$ cat src/rtl/button_in.sv
// button_in: four debounced push buttons behind a small MMIO read port.
// Reads return level (STATUS) or latched press events (EVENT, read-to-clear).
//
// Ports:
//   clock        system clock, rising-edge
//   reset        asynchronous, active-high
//   btn_n[3:0]   raw active-low buttons, asynchronous to clock
//   mmio_addr    read address, sampled with mmio_rd_en
//   mmio_rd_en   one-cycle read strobe
//   mmio_rdata   registered read data, held between reads
//   mmio_rvalid  one-cycle pulse qualifying mmio_rdata
//   irq          registered OR of the EVENT bits
module button_in #(
    parameter int unsigned DEBOUNCE_CYCLES = 27000,
    parameter logic [15:0] STATUS_ADDR     = 16'hf010,
    parameter logic [15:0] EVENT_ADDR      = 16'hf011
) (
    input  logic        clock,
    input  logic        reset,
    input  logic [3:0]  btn_n,
    input  logic [15:0] mmio_addr,
    input  logic        mmio_rd_en,
    output logic [7:0]  mmio_rdata,
    output logic        mmio_rvalid,
    output logic        irq
);

    localparam logic [15:0] CNT_LAST = 16'(DEBOUNCE_CYCLES - 1);

    logic [3:0]  sync1_q;
    logic [3:0]  sync2_q;
    logic [15:0] cnt_q [4];
    logic [15:0] cnt_d [4];
    logic [3:0]  level_q;
    logic [3:0]  level_d;
    logic [3:0]  event_q;
    logic [3:0]  event_d;
    logic [7:0]  rdata_q;
    logic [7:0]  rdata_d;
    logic        rvalid_q;
    logic        rvalid_d;
    logic        irq_q;
    logic        irq_d;

    logic [3:0]  rise;
    logic [3:0]  clr;
    logic        rd_status;
    logic        rd_event;
    logic        rd_other;

    // Debounce: a level flips only after the synchronized value has
    // disagreed with it for DEBOUNCE_CYCLES consecutive edges; any
    // agreement restarts the count.
    always_comb begin
        level_d = level_q;
        for (int i = 0; i < 4; i++) begin
            cnt_d[i] = 16'd0;
            if (sync2_q[i] != level_q[i]) begin
                if (cnt_q[i] == CNT_LAST) begin
                    level_d[i] = sync2_q[i];
                end else begin
                    cnt_d[i] = cnt_q[i] + 16'd1;
                end
            end
        end
    end

    assign rise = level_d & ~level_q;

    assign rd_status = mmio_rd_en && (mmio_addr == STATUS_ADDR);
    assign rd_event  = mmio_rd_en && (mmio_addr == EVENT_ADDR);
    assign rd_other  = mmio_rd_en && !rd_status && !rd_event;

    always_comb begin
        rdata_d  = rdata_q;
        rvalid_d = mmio_rd_en;
        clr      = 4'b0000;
        unique case (1'b1)
            rd_status: rdata_d = {4'b0000, level_q};
            rd_event: begin
                rdata_d = {4'b0000, event_q};
                clr     = event_q;
            end
            rd_other: rdata_d = 8'h00;
            default: ;
        endcase
    end

    // A press landing on the same edge as an EVENT read survives the clear.
    assign event_d = (event_q & ~clr) | rise;
    assign irq_d   = |event_d;

    always_ff @(posedge clock or posedge reset) begin
        if (reset) begin
            sync1_q  <= 4'b0000;
            sync2_q  <= 4'b0000;
            for (int i = 0; i < 4; i++) begin
                cnt_q[i] <= 16'd0;
            end
            level_q  <= 4'b0000;
            event_q  <= 4'b0000;
            rdata_q  <= 8'h00;
            rvalid_q <= 1'b0;
            irq_q    <= 1'b0;
        end else begin
            sync1_q  <= ~btn_n;
            sync2_q  <= sync1_q;
            for (int i = 0; i < 4; i++) begin
                cnt_q[i] <= cnt_d[i];
            end
            level_q  <= level_d;
            event_q  <= event_d;
            rdata_q  <= rdata_d;
            rvalid_q <= rvalid_d;
            irq_q    <= irq_d;
        end
    end

    assign mmio_rdata  = rdata_q;
    assign mmio_rvalid = rvalid_q;
    assign irq         = irq_q;

endmodule

$ cat config.mk
export PLATFORM = sky130hd
export DESIGN_NAME = button_in
export DESIGN_NICKNAME = d
export VERILOG_FILES = /design/src/rtl/button_in.sv
export SDC_FILE = /design/constraint.sdc
export NUM_CORES = 1
export LEC_CHECK = 0
export CAP_MARGIN = 5
export CORE_MARGIN = 2
export CORE_UTILIZATION = 30
export CTS_BUF_LIST = sky130_fd_sc_hd__clkbuf_4
export DETAILED_ROUTE_END_ITERATION = 12
export PLACE_DENSITY = 0.53
export SLEW_MARGIN = 40
export SYNTH_ARGS = -nofsm -noshare
export SYNTH_HDL_FRONTEND = slang
export SYNTH_SLANG_ARGS = --single-unit
export TNS_END_PERCENT = 10
$ cat constraint.sdc
create_clock -name clock -period 4 [get_ports clock]
set_input_delay 0.4 -clock clock [delete_from_list [all_inputs] [get_ports clock]]
set_output_delay 0.4 -clock clock [all_outputs]
set_load 0.02 [all_outputs]
=== After elaboration in Yosys (flattened, before gate mapping) ===
Cells that the tools add are included.

* Add/sub/neg operators: 4
* Reduce and logical (&&, ||, !) cells: 8
* Eq/ne operators: 10
* Multiplexer cells: 18
* Bitwise gates (word level): 6

{| class="wikitable"
|+ Operators by type and width
! cell !! number
|-
| 2-to-1 mux 16 bit || 8
|-
| adder 16 x 1 -> 16 bit (second input constant) || 4
|-
| == test 16 x 15 -> 1 bit (second input constant) || 4
|-
| == test 16 bit (second input constant) || 2
|-
| case mux 8 bit (3 select lines) || 1
|-
| inverter 4 bit || 3
|-
| AND 4 bit || 2
|-
| 2-to-1 mux 1 bit || 8
|-
| logical AND 1 bit || 4
|-
| 2-to-1 mux 4 bit || 1
|-
| inequality test 1 bit || 4
|-
| bitwise OR 4 bit || 1
|-
| OR reduction 4 bit || 1
|-
| nonzero test 3 bit || 1
|-
| zero test 1 bit || 2
|}

* Logic and storage cells: 57
* Flip-flop bits (word level): 90

=== Logic depth before layout (Yosys ltp) ===
* Depth in word-level cells: 7
* Mapped depth: 6

=== Worst setup path before layout ===
Ideal clock, no wire load.

* Path kind: input to register
* Start point: input mmio_addr[1]
* End point: register irq_q (netlist: irq)
* Setup time: 139 ps
* Required time: 3861 ps
* Arrival: 1823 ps
* Stages on the path: 4
* Slack: 2038 ps
* Cell sequence: or4b_1 nor4_2 a21oi_1 or4_1

* Word-level cells in the longest chain between the ends: 7

{| class="wikitable"
|+ Ends and longest elaborated chain
! item !! line !! source
|-
| start: declaration || 21 || <nowiki>input logic [15:0] mmio_addr,</nowiki>
|-
| == test 16 bit || 71 || <nowiki>assign rd_event = mmio_rd_en && (mmio_addr == EVENT_ADDR);</nowiki>
|-
| logical AND 1 bit || 71 ||
|-
| 2-to-1 mux 4 bit || 78 || <nowiki>unique case (1'b1)</nowiki>
|-
| inverter 4 bit || 90 || <nowiki>assign event_d = (event_q & ~clr) | rise;</nowiki>
|-
| AND 4 bit || 90 ||
|-
| bitwise OR 4 bit || 90 ||
|-
| OR reduction 4 bit || 91 || <nowiki>assign irq_d = |event_d;</nowiki>
|-
| via irq_d || 43 || <nowiki>logic irq_d;</nowiki>
|-
| end signal: assignment || 115 || <nowiki>irq_q <= irq_d;</nowiki>
|-
| end: declaration || 42 || <nowiki>logic irq_q;</nowiki>
|}

The timed path passes the listed nets, and every way through them passes these cells.
A chain may end at the register's enable or synchronous reset.

==> results.toml <==
[clock_network]
tritoncts = "yes"
cts.reportedPaths.clkPinSlew_ps = 150
cts_sinks = 86
clk_latency_ps = 440
cts_resized = 0
cts_buffers = 9
cts_max_level = 3
hold_buffers = 0
cts_buffer_depth = 2
cts-root-buf = "clkbuf_4"
postCtsSetupRepairBufs = 0

[route]
vias = 2856
drt_iter0_drc = 153
wire_per_inst_um = 12.70
antenna_left = 0
remaining_drc_errors = 0
drt-total-wl_um = 7699
vias_per_cell = 4.713
first_pass_iters = 6

[timing]
rsz0062_at_grt = "false"
finClkSkew_ps = 15.34
setup_tns_ps = 0
slew_headroom_pct = 65.38
whs_ps = 338.5
slew_viol_final = 0
layout_min_cycle_time_ps = 2066
worst_pin_slew_ps = 519.3
final_hold_viol_count = 0
fmax_mhz = 484.1
fin_crit_sh_pct = 51.64
finalSetupViolations = 0

[logic_synthesis]
ys_ff_latch = 86
ys_top_cells_by_area = "dfrtp_1 (53%), xnor2_1 (9.1%), nor2_1 (6.1%)"
synth_edf_count = 0
yosys.area.top_type = "dfrtp_1"
syn_area_per_cell_um2 = 10.44
synth_warnings = 0
ys_types = 47
syn_inst = 388
yosysSeqAreaShare_pct = 53.14
netlist_area_um2 = 4050
synth_top_cell_area_share_pct = 53.14
synth-main-ff-cell = "dfrtp_1"
async_reset_ff_share_pct = 100.0

[worst_hold_path]
hold_path.class = "input pin to async pin"

[final_layout]
nFillCells = 1329
finalInstanceArea_um2 = 4671
num-nets-final = 451
area_growth_syn_to_layout_pct = 15.32
final_common_cell = "dfrtp_1"
final_cell_mix = "dfrtp_1 (86), nor2_1 (66), xnor2_1 (42), clkdlybuf4s50_1 (28), nand3_1 (21)"
drive_gt1_share_pct = 8.858

[global_route]
grt_first_pass_wirelength_um = 13700
grt_max_degree = 43
grtUsageTotal_pct = 11.66
grt-ovfl-total = 0
antenna_found_initial = 1
grt_pass1_vias = 2881

[placed_design]
gp_congestion = 0.7766
place.port_buffers = 28
placed_area_um2 = 4522
dpl.hpwl_um = 5395

[die]
die_x_um = 120.2
core_area_um2 = 13190
die-height_um = 120.2
io_pins = 33
dieArea_um2 = 14450
rows = 42
start_util_pct = 30.71

[worst_setup_path]
cp.arrival_ps = 2390
end_kind = "flop"
path_class = "flop to flop"
r2r-end = "cnt_q[13]"
startpoint_type = "flop"
reg2reg_slack_ps = 1930
endpoint = "cnt_q[13]"
critPathRequiredTime_ps = 4320
crit_path_start = "cnt_q[12]"
ff2ff_path_depth = 4
timing.rr.start = "cnt_q[12]"
cp_max_fo = 15

[power]
power.switching_mw = 0.3717
combinationalPowerShare_pct = 5.3
p_int_mw = 1.121
power_density_nw_per_um2 = 319.6
leakage_nw = 1.815
sw_frac_of_total_pct = 24.90
ir_drop_mv = 0.1419
seqPwrFrac_pct = 60.0
pwr-share-clk_pct = 34.7

[outcome]
run_status = "finished clean"

[flow_run]
max-cap-violations = 0
cells in the mapped netlist (all sizes together) (5+ instances only):
cell type   n
nor3       13
nor2b       5
xor2       10
xnor2      42
dfrtp      86
a21oi       9
or4         7
or4b        9
buf         7
inv        20
nand4      13
nor4       11
nand3      21
nand2      16
nor2       66
cells by family (layout without fill, tap and decap cells):
group                      Yosys count  in the layout  share of synthesized area (%)
and+or+nand+nor                    187            187                          25.39
adders and majority gates            4              4                          1.236
muxes                                4              4                          1.112
DFF                                 86             86                          53.14
other                                1              5                        0.09259
buffers and inverters               28             66                          3.244
AOI/OAI and AO/OA                   26             26                          4.541
xor gates and xnor gates            52             52                          11.24
worst min path at each step:
| stage | from | to | slack [ps] |
|---|---|---|---|
| floorplan | sync1_q[0] | sync2_q[0] | 330 |
| global placement | sync1_q[3] | sync2_q[3] | 340 |
| detailed placement | sync1_q[0] | sync2_q[0] | 340 |
| CTS | reset | cnt_q[45] | 370 |
| global route | reset | cnt_q[45] | 340 |
| finish | reset | cnt_q[38] | 340 |
area by class of cell:
class | count | area [um2] | area share, %
Clock buffer | 10 | 75.07 | 1.607
Tap cell | 176 | 220.2 | 4.715
Multi-Input combinational cell | 277 | 1778 | 38.07
Antenna cell | 1 | 2.502 | 0.05358
Timing Repair Buffer | 30 | 295.3 | 6.322
Inverter | 20 | 77.57 | 1.661
Clock inverter | 6 | 70.07 | 1.500
Sequential cell | 86 | 2152 | 46.08
power by group through the flow:
stage | Sequential (mW) | Combinational (mW) | Clock [mW]
after detailed placement | 0.913 | 0.0811 | 0
final | 0.896 | 0.0786 | 0.518
after floorplan | 0.910 | 0.0477 | 0
after CTS | 0.896 | 0.0813 | 0.546
after global placement | 0.912 | 0.0796 | 0
after global routing | 0.899 | 0.0899 | 0.584
worst max-delay path, cell delays in order, from the launching register on:
cell and delay [ps]:
dfrtp_1 450, or4b_1 560, or4_4 570, nand2_2 270, nor2_1 100
registers in the layout, indices dropped and copies added, names as in the netlist:
name / cells
mmio_rvalid: 1
cnt_q: 64
level_q: 4
irq: 1
mmio_rdata: 4
sync2_q: 4
sync1_q: 4
event_q: 4
metrics by stage:
step,power [mW],utilization [%],instances,setup slack (ps)
after floorplan,0.9580,-,391,1378
after global placement,0.9918,34.28,589,1506
after detailed placement,0.9937,34.28,589,1504
after CTS,1.523,35.38,605,1943
after global routing,1.572,35.41,606,1846
final,1.493,35.41,606,1934
routing by layer:
layer  up-vias  global-route usage (%)  routed length (um)
met5         -                       0                   0
met4         0                   5.074                  76
met3         4                   2.736                 331
met2        46                   17.90                3456
met1      1386                   15.75                3835
li1       1420                       -                   -
No activity file was read; power rests on OpenSTA's default activity.
==> RTL edit 1, RTL diff (same flow settings) <==
Take the reset off `rdata_q` and load it in a clocked block of its own.
--- a/src/rtl/button_in.sv
+++ b/src/rtl/button_in.sv
@@ -100,5 +100,4 @@
             level_q  <= 4'b0000;
             event_q  <= 4'b0000;
-            rdata_q  <= 8'h00;
             rvalid_q <= 1'b0;
             irq_q    <= 1'b0;
@@ -111,8 +110,11 @@
             level_q  <= level_d;
             event_q  <= event_d;
-            rdata_q  <= rdata_d;
             rvalid_q <= rvalid_d;
             irq_q    <= irq_d;
         end
+    end
+
+    always_ff @(posedge clock) begin
+        rdata_q <= rdata_d;
     end
 
Check against the original RTL: same outputs for any inputs over 10 cycles, from zero or initial values and one cycle with reset high; that may be too few to reach the edited logic, so the function may still have changed.
==> RTL edit 1 against the original RTL <==
  * Wire length shrank 2.5%
  * Count of clock-buffer cells in the layout is the same
  * Sequential cell count is the same
  * Die area grew 0.51%
  * Design area shrank 0.11%
  * Worst setup slack lost 0.080 ns
  * Via count shrank 1.6%
  * Total power grew 3.5%
  * Synthesized area grew 0.53%
  * Largest cell class unchanged
  * Largest power group unchanged
==> RTL edit 1: results (changes against the original RTL) <==
| Metric | Value |
|---|---|
| Peak supply drop | 0.1258 mV (-11%) |
| Netlist cell types | 46 (-2.1%) |
| Vias after detailed routing | 2809 (-1.6%) |
| WL/cell | 12.47 um (-1.8%) |
| Layout cells sized above 1 | 0.07512 (-0.01346) |
| Post-synthesis mux area share | 0.01199 (+0.0008638) |
| Worst R2R End | cnt_q[47]$_DFF_PP0_ |
| GRT Util Overall | 0.1118 (-0.004750) |
| Slew margin rel. | 0.5815 (-0.07230) |
| RePlAce Congestion | 0.7631 (-1.7%) |
| PortBufs | 28 (unchanged) |
| DP Area | 4503 um^2 (-0.42%) |
| Asr flop ratio synth | 0.9535 (-0.04651) |
| Number of synthesized flops with an enable pin | 4 (+4) |
| XOR/XNOR share of the synthesized area | 0.1140 (+0.001564) |
| Outcome | completed |
| Critical path fanouts, max | 16 (+1) |
| R2r setup slk | 1.85 ns (-0.08 ns) |
| CP max stage cell | nand2b_1 |
| Switching share of power | 0.2330 (-0.01600) |
| Area contributors post-synth | dfrtp_1 (50%), xnor2_1 (8.4%), nor2_1 (6.4%) |
| Sequential group power | 0.000902 W (+0.7%) |
| CP Data Arrival Time | 2.46 ns (+0.07 ns) |
| Slowest stage delay, CP | 0.55 ns (-0.02 ns) |
| Post-DP HPWL | 5207 um (-3.5%) |
| Area growth from synthesis to final layout | 14.60% |
| Post-synthesis sequential area ratio | 0.5335 (+0.002141) |
| Compound-gate portion of the synthesized area | 0.03903 (-0.006384) |
| First-pass GRT wire length | 12930 um (-5.6%) |
| CTS root buf | clkbuf_4 |
| Commonest cells in the netlist | dfrtp_1 (82), nor2_1 (69), xnor2_1 (39) |
| Leakage | 1.841 nW (+1.4%) |
| Total Nets Final | 448 (-0.67%) |
| Setup WS pre-CTS | 1.798 ns (+0.2938 ns) |
| Drt first pass iters | 4 (-2) |
| Antenna diodes | 0 (-1) |
| Adder-cell share of the synthesized area | 0.01229 (-0.00006456) |
| Largest net degree at the start of global routing | 47 (+9.3%) |
| Num CTS Buffers | 9 (unchanged) |
## RTL edit 1: changes by cell type in the layout (fill, tap and decap cells not counted), moves of 4 or more
| cell | change |
|---|---|
| o21ai_0 | +5 |
| a221o_1 | -4 |
| a22o_1 | +4 |
| dfrtp_1 | -4 |
| xor2_1 | +4 |
| nand4_1 | +5 |
| edfxtp_1 | +4 |
## RTL edit 1: cell type report
class                      count  area, um^2
clock inverter                 6       86.33
clock buffer                  10       75.07
sequential                    86        2172
inverter                      22       85.08
fill                        1349        8577
multi-input combinational    273        1739
timing repair buffer          29       287.8
tap                          176       220.2
## RTL edit 1: layer usage
layer,wire length [um],vias to the layer above,track usage
li1,-,1395,-
met1,3722,1360,0.1486
met2,3302,44,0.1698
met3,312,10,0.02547
met4,172,0,0.05887
met5,0,-,0
## RTL edit 1: worst max path at each step
stage	start	endpoint	slack, ns	depth (start not counted)
after floorplan	reset	cnt_q[0]$_DFF_PP0_	1.49	1
after global routing	cnt_q[44]$_DFF_PP0_	cnt_q[41]$_DFF_PP0_	1.71	4
final	cnt_q[44]$_DFF_PP0_	cnt_q[47]$_DFF_PP0_	1.85	4
after CTS	cnt_q[60]$_DFF_PP0_	cnt_q[58]$_DFF_PP0_	1.81	4
after global placement	cnt_q[60]$_DFF_PP0_	cnt_q[60]$_DFF_PP0_	1.88	4
after detailed placement	mmio_addr[1]	mmio_rdata[3]$_DFFE_PP_	1.80	5
## RTL edit 1: stage by stage
| step | std cells | total power, W | hold WS [ns] |
|---|---|---|---|
| after floorplan | 394 | 0.0009710 | 0.3312 |
| after global placement | 586 | 0.001002 | 0.3327 |
| after detailed placement | 586 | 0.001005 | 0.3356 |
| after CTS | 602 | 0.001574 | 0.3692 |
| after global routing | 602 | 0.001622 | 0.3625 |
| final | 602 | 0.001545 | 0.3440 |
==> RTL edit 2, RTL diff (same flow settings) <==
Without the edit above. Set the parameter `DEBOUNCE_CYCLES` to 16384 (it was 27000).
--- a/src/rtl/button_in.sv
+++ b/src/rtl/button_in.sv
@@ -12,5 +12,5 @@
 //   irq          registered OR of the EVENT bits
 module button_in #(
-    parameter int unsigned DEBOUNCE_CYCLES = 27000,
+    parameter int unsigned DEBOUNCE_CYCLES = 16384,
     parameter logic [15:0] STATUS_ADDR     = 16'hf010,
     parameter logic [15:0] EVENT_ADDR      = 16'hf011
Behaviour: same outputs for any inputs over 10 cycles, from zero or initial values and one cycle with reset high; that may be too few to reach the edited logic, so the function may still have changed.
==> RTL edit 2 against the original RTL <==
  * Total power is 2.5% lower
  * Cell count is 0.99% higher
  * Wire length is 0.43% lower
  * Worst setup slack worse by 0.11 ns
  * Design area is 0.80% lower
  * Synthesized area is 0.31% lower
  * Sequential cell count stayed put
  * Critical path type unchanged
  * Largest power group unchanged
  * Highest routed layer unchanged
==> RTL edit 2: results (changes against the original RTL) <==
| Metric | Value |
|---|---|
| Num CTS Buffers | 9 (unchanged) |
| Clock Skews | 0.02157 ns (+0.006228 ns) |
| H-tree depth | 3 (unchanged) |
| Antenna diodes | 0 (-1) |
| Worst r2r src | cnt_q[0]$_DFF_PP0_ |
| Ys Warns | 0 (unchanged) |
| XOR/XNOR share of the synthesized area | 0.1063 (-0.006159) |
| WHS | 0.3382 ns (-0.0003180 ns) |
| RePlAce Congestion | 0.7231 (-6.9%) |
| GRT Util Overall | 0.1147 (-0.001881) |
| Peak supply drop | 0.2077 mV (+46%) |
| Netlist cell types | 46 (-2.1%) |
| Largest net degree at the start of global routing | 42 (-2.3%) |
| R2R depth | 5 (+1) |
| Leakage | 1.853 nW (+2.1%) |
| Commonest cells in the netlist | dfrtp_1 (86), nor2_1 (64), xnor2_1 (34) |
| First-pass GRT wire length | 13300 um (-2.9%) |
| Outcome | completed |
| Slowest stage delay, CP | 0.60 ns (+0.03 ns) |
| Post_cts resized | 0 (unchanged) |
| Vias per inst | 4.703 (-0.22%) |
| Post-synthesis sequential area ratio | 0.5330 (+0.001647) |
| Slew margin rel. | 0.5209 (-0.1329) |
| Number of global-route vias before repair | 2943 (+2.2%) |
| Antenna violations before repair | 0 (-1) |
| CP Data Arrival Time | 2.45 ns (+0.06 ns) |
| Compound-gate portion of the synthesized area | 0.05547 (+0.01006) |
| Adder-cell share of the synthesized area | 0.01240 (+0.00003829) |
| WL/cell | 12.53 um (-1.4%) |
| CP max stage cell | o22ai_2 |
| R2r setup slk | 1.82 ns (-0.11 ns) |
| Drt first pass iters | 5 (-1) |
| Area contributors post-synth | dfrtp_1 (53%), xnor2_1 (7.4%), nor2_1 (5.9%) |
| CP delay by family, top | compound AO/OA/AOI/OAI gates |
| Layout cells sized above 1 | 0.08028 (-0.008303) |
| Critical path fanouts, max | 16 (+1) |
| Post-DP HPWL | 5383 um (-0.21%) |
| Total Nets Final | 459 (+1.8%) |
| Largest Register | cnt_q |
| PortBufs | 28 (unchanged) |
| Post-synthesis mux area share | 0.01271 (+0.001584) |
| Starting DRT DRC Count | 98 (-36%) |
==> RTL edit 2: per-stage QoR <==
stage	std cells	area, um^2	setup slack [ns]
global placement	597	4502	1.840
CTS	612	4632	1.814
global route	612	4633	1.639
floorplan	401	4049	1.378
detailed placement	597	4506	1.827
finish	612	4633	1.821
==> RTL edit 2: cell families (layout without fill, tap and decap cells) <==
family,Yosys count,count (layout)
DFF,86,86
and+or+nand+nor,182,182
AOI/OAI and AO/OA,35,35
buffers and inverters,36,71
xor gates and xnor gates,49,49
muxes,5,5
other,1,4
adders and majority gates,4,4
==> RTL edit 2: worst max path at each step <==
stage               cells past startpoint                   end                 from  slack (ns)
finish                                  5   cnt_q[13]$_DFF_PP0_   cnt_q[0]$_DFF_PP0_        1.82
global route                            5   cnt_q[10]$_DFF_PP0_   cnt_q[0]$_DFF_PP0_        1.64
detailed placement                      5   cnt_q[56]$_DFF_PP0_  cnt_q[48]$_DFF_PP0_        1.83
floorplan                               1    cnt_q[0]$_DFF_PP0_                reset        1.38
CTS                                     5   cnt_q[55]$_DFF_PP0_  cnt_q[48]$_DFF_PP0_        1.81
global placement                        5  event_q[3]$_DFF_PP0_        mmio_addr[13]        1.84
==> RTL edit 2: metal layers <==
metal,up-vias,track usage,wire (um)
li1,1429,-,-
met1,1411,0.1375,3588
met2,28,0.1985,3757
met3,10,0.03279,204
met4,0,0.03529,116
met5,-,0,0
==> RTL edit 2: layout make-up <==
class	instances	area, um^2
multi-input combinational	279	1739
fill	1319	8557
tap	176	220.2
inverter	26	100.1
clock inverter	5	51.30
timing repair buffer	30	295.3
clock buffer	10	75.07
sequential	86	2152
==> RTL edit 2: report_power, final <==
part,leakage (nW),internal (W),switching [W]
Clock,0.0697,0.000191,0.000285
Combinational,0.629,0.0000352,0.0000490
Sequential,1.16,0.000884,0.0000125
